## src/rtl/card_dealer.sv

```systemverilog
// card_dealer: deals random cards from a 10-card black/white deck into two hands
// using an 8-bit Fibonacci LFSR, one candidate card per cycle.
module card_dealer (
  input  logic       clk,
  input  logic       rst_n,
  input  logic       deal_start,
  input  logic [2:0] deal_num,
  input  logic       player,
  input  logic       clear,
  input  logic       seed_load,
  input  logic [7:0] seed,
  output logic [9:0] p_card_a,
  output logic [9:0] p_card_b,
  output logic       busy,
  output logic       done,
  output logic [3:0] remaining
);
  typedef enum logic [1:0] {IDLE, DRAW, DONE} state_t;

  state_t     state_q, state_d;
  logic [7:0] lfsr_q, lfsr_d;
  logic [9:0] hand_a_q, hand_a_d, hand_b_q, hand_b_d;
  logic [2:0] count_q, count_d;
  logic       player_q, player_d;
  logic       busy_q, busy_d, done_q, done_d;

  logic [9:0]  used;
  logic [15:0] used_ext;
  logic [3:0]  idx, ones;
  logic [9:0]  pick;
  logic [2:0]  want, grant;
  logic        accept, fb;

  assign used     = hand_a_q | hand_b_q;
  assign used_ext = {6'b0, used};
  assign idx      = lfsr_q[3:0];
  assign pick     = 10'b1 << idx;
  assign fb       = lfsr_q[7] ^ lfsr_q[5] ^ lfsr_q[4] ^ lfsr_q[3];
  assign accept   = state_q == DRAW && count_q != 3'd0 && idx < 4'd10 && !used_ext[idx];

  always_comb begin
    ones = '0;
    for (int i = 0; i < 10; i++) ones = ones + {3'b0, used[i]};
  end

  assign remaining = 4'd10 - ones;
  assign want      = deal_num > 3'd5 ? 3'd5 : deal_num;
  // want never exceeds 5, so a shortfall always fits in three bits
  assign grant     = remaining >= {1'b0, want} ? want : remaining[2:0];

  always_comb begin
    state_d  = state_q;
    hand_a_d = hand_a_q;
    hand_b_d = hand_b_q;
    count_d  = count_q;
    player_d = player_q;
    lfsr_d   = seed_load ? (seed == 8'h00 ? 8'hA5 : seed) : {lfsr_q[6:0], fb};
    if (clear) begin
      state_d  = IDLE;
      hand_a_d = '0;
      hand_b_d = '0;
      count_d  = '0;
    end else if (state_q == IDLE) begin
      if (deal_start) begin
        state_d  = DRAW;
        player_d = player;
        count_d  = grant;
      end
    end else if (state_q == DRAW) begin
      if (count_q == 3'd0) begin
        state_d = DONE;
      end else if (accept) begin
        hand_a_d = player_q ? hand_a_q : hand_a_q | pick;
        hand_b_d = player_q ? hand_b_q | pick : hand_b_q;
        count_d  = count_q - 3'd1;
      end
    end else begin
      state_d = IDLE;
    end
    busy_d = state_d != IDLE;
    done_d = state_d == DONE;
  end

  always_ff @(posedge clk or negedge rst_n) begin
    if (!rst_n) begin
      state_q  <= IDLE;
      lfsr_q   <= 8'hA5;
      hand_a_q <= '0;
      hand_b_q <= '0;
      count_q  <= '0;
      player_q <= 1'b0;
      busy_q   <= 1'b0;
      done_q   <= 1'b0;
    end else begin
      state_q  <= state_d;
      lfsr_q   <= lfsr_d;
      hand_a_q <= hand_a_d;
      hand_b_q <= hand_b_d;
      count_q  <= count_d;
      player_q <= player_d;
      busy_q   <= busy_d;
      done_q   <= done_d;
    end
  end

  assign p_card_a = hand_a_q;
  assign p_card_b = hand_b_q;
  assign busy     = busy_q;
  assign done     = done_q;
endmodule

```

## config.mk

```make
export PLATFORM = sky130hd
export DESIGN_NAME = card_dealer
export DESIGN_NICKNAME = d
export VERILOG_FILES = /design/src/rtl/card_dealer.sv
export SDC_FILE = /design/constraint.sdc
export NUM_CORES = 1
export LEC_CHECK = 0
export BUFFER_PORTS_ARGS = -buffer_cell sky130_fd_sc_hd__buf_4
export CELL_PAD_IN_SITES_DETAIL_PLACEMENT = 1
export CELL_PAD_IN_SITES_GLOBAL_PLACEMENT = 1
export CORE_AREA = 2 2 80 82
export DETAILED_ROUTE_END_ITERATION = 10
export DIE_AREA = 0 0 82 84
export HOLD_SLACK_MARGIN = 0.1
export PLACE_DENSITY = 0.81
export SLEW_MARGIN = 10
export SYNTH_ARGS = -nofsm -noshare
export SYNTH_HDL_FRONTEND = slang
export SYNTH_SLANG_ARGS = --single-unit
```

## constraint.sdc

```tcl
create_clock -name clk -period 4.7 [get_ports clk]
set_input_delay 0.235 -clock clk [delete_from_list [all_inputs] [get_ports clk]]
set_output_delay 0.235 -clock clk [all_outputs]
set_load 0.01 [all_outputs]
```

==> run summary <==
Clock Skew = 0.00392 ns
number of synthesized register bits = 36
met1 Use GR = 25.0%
most common cell after layout, fill and taps aside = buf_4
Top Usage Layer GRT = met2
Cell Area, Synth = 2200 um2
min-delay worst type = input pin to flop
initial antenna violation count = 0
maximum clock path buffer count = 2
Req. time, crit path = 4.88 ns
Clock power frac = 32.8%
area grow syn2layout = 26.5%
sw frac = 31.9%
# diodes = 0
count of input and output buffers = 42
# Max-Cap Violations = 0
leakage power = 1.27 nW
Critical Path Start Type = flop
f_max = 216 MHz
met2 Track Usage GR = 28.1%
syn nets = 255
Post-synth EDFFs = 0
I/O pin cnt = 43
sequential share of the synthesized area = 41.1%
area of the multi-input gates = 1150 um2
Fill cells = 713
post-DP HPWL = 4.11 mm
largest net degree at the start of global routing = 37
global placement routability congestion = 0.837
Slew @ Worst Pin = 0.893 ns
DRT Wirelength = 5.68 mm
DR vias/cell = 5.30
Mean Syn Cell Area = 9.97 um2
DP Area = 2600 um2
Cells after DPL = 334
Cell variety after synth = 50
most frequent cells in the layout = buf_4 (51), dfrtp_1 (32), inv_1 (29)
yosys warns = 0
Clk Latency, worst-skew pair = 0.29 ns
1st-iter DRT viols = 66
crit path max fanout = 4
Logic pwr share = 25.9%
DRT antenna net count = 0
die area = 6890 um2
Final nets = 303
Final Cycle Share = 98.4%
Gate Count Post-Synth = 221
drt wl/cell = 16.4 um
Die W = 82 um
vias in the first global route = 1,922
Hold Crit Start = seed[7]
power density cells = 331 nW/um2
# setup viols final = 0
total gr overflow = 0
register area = 906 um2
WS Path Type = flop to flop
fin cells = 347
Final Hold Vio Count = 0
residual DRC count = 0
# H-tree levels = 2
Final Cell Area = 2790 um2
CTS Sinks = 36
FP Rows = 29
CTS tree = yes
CTS root buf = clkbuf_8
critical path launch point = p_card_b[3]$_DFFE_PN0P_
CP endpoint kind = flop
worst reg2reg startpoint = p_card_b[3]$_DFFE_PN0P_
ys async rst share = 100%
Die Ht = 84 um
Core Box Area = 6100 um2
clk slew on worst S/H paths = 0.07 ns
met3 Use GR = 2.81%
slew margin rel. = 40.0%
Flop pwr share = 41.3%
Overall Global Routing Usage = 17.9%
status = finished, final reports clean
Num CTS Buffers = 5
DR vias = 1,838
clock period minus worst slack = 4.63 ns
Initial Util = 36.1%
main flop type after synthesis = dfrtp_1
Arr. time, crit path = 4.81 ns
unrepaired setup endpoints after global routing = yes
peak supply drop = 194 uV
Slew Viols, Final = 0
global-route wire length before repair = 9.52 mm
share of layout cells above drive strength 1 = 30.7%
Internal = 0.000629 W
Initial DRT Pass Iterations = 4
Psw = 0.000294 W
power groups by stage:
stage / combinational (W) / sequential, W / clock [W]
global placement: 0.000226 / 0.000385 / 0
finish: 0.000239 / 0.000381 / 0.000303
floorplan: 0.000175 / 0.000363 / 0
CTS: 0.000236 / 0.000381 / 0.000310
detailed placement: 0.000231 / 0.000386 / 0
global route: 0.000265 / 0.000386 / 0.000319
critical path, stage by stage (launching register included):
cell and delay (ns):
dfrtp_1 0.39, or2_4 0.26, fa_1 0.55, ha_2 0.17, inv_2 0.04, fa_1 0.43, inv_1 0.07, ha_2 0.17
inv_2 0.04, fa_1 0.52, fa_1 0.44, ha_1 0.29, o21a_1 0.11, a211o_1 0.37, mux2i_2 0.24, a21oi_1 0.10
a221o_1 0.33
per-stage QoR:
stage                     utilization [%]  TNS (ns)  hold slack (ns)  total power, W  setup WS, ns
after floorplan                         -         0          -0.0606        0.000538        0.0243
after global placement               42.6         0            0.215        0.000612        0.0793
after detailed placement             42.6   -0.0430            0.224        0.000617       -0.0275
after CTS                            44.8         0            0.154        0.000927       0.00123
after global routing                 45.7    -0.473            0.179        0.000970        -0.162
final                                45.7         0            0.163        0.000924        0.0738
sequential cells by signal, indices dropped and copies added, names as in the netlist:
name	cells
busy	1
count_q	3
done	1
lfsr_q	8
p_card_a	10
p_card_b	10
player_q	1
state_q	2
cells in the mapped netlist (5+ instances only):
master	number	share of area, %
clkbuf_1	7	1.2
a41oi_1	8	3.2
ha_1	11	6.2
a31oi_1	5	1.4
or2_2	5	1.4
inv_1	31	5.3
nor3_1	5	1.1
a21oi_1	13	3.0
dfrtp_1	32	36
nor2_1	23	3.9
fa_1	6	5.5
cell families (layout without fill, tap and decap cells):
| logic type | Yosys count | in the layout | synth area share (%) |
|---|---|---|---|
| simple gates | 61 | 61 | 16.8 |
| compound gates | 55 | 55 | 18.1 |
| buf+inv | 42 | 91 | 7.78 |
| flops | 36 | 36 | 41.1 |
| fa+ha+maj | 17 | 17 | 11.7 |
| mux | 6 | 6 | 2.95 |
| xor+xnor | 4 | 4 | 1.59 |
area by class of cell:
type	instances	area share, %
well taps	77	3.46
flip-flops and latches	36	32.5
clock inverters	1	1.08
repair buffers	52	14.1
multi-input cells	143	41.2
inverters	31	4.17
clock buffers	7	3.46
metal layers:
metal / up-vias / share of wire, %
met4: 0 / 1.7
met3: 9 / 3.4
met5: - / 0
met2: 38 / 47
met1: 909 / 48
li1: 882 / -
worst paths after layout:
check / endpoint / depth (start not counted) / slack [ns]
max in group asynchronous: lfsr_q[2]$_DFF_PN1_ / 2 / 3.91
setup / recovery: count_q[2]$_DFFE_PN0P_ / 16 / 0.07
setup reg to reg: count_q[2]$_DFFE_PN0P_ / 16 / 0.07
hold reg to reg: lfsr_q[7]$_DFF_PN1_ / 1 / 0.49
hold / removal: lfsr_q[7]$_DFF_PN1_ / 2 / 0.16
min in group asynchronous: count_q[1]$_DFFE_PN0P_ / 2 / 0.43
repair_timing:
item | 4_1_cts | 5_1_grt
pin swaps | 1 | 12
hold buffers | 1 | 0
endpoints found under the hold margin | 32 | 0
setup buffers | 0 | 4
resized for setup | 0 | 10
setup endpoints to repair | 2 | 3
No activity file was read; power rests on OpenSTA's default activity.
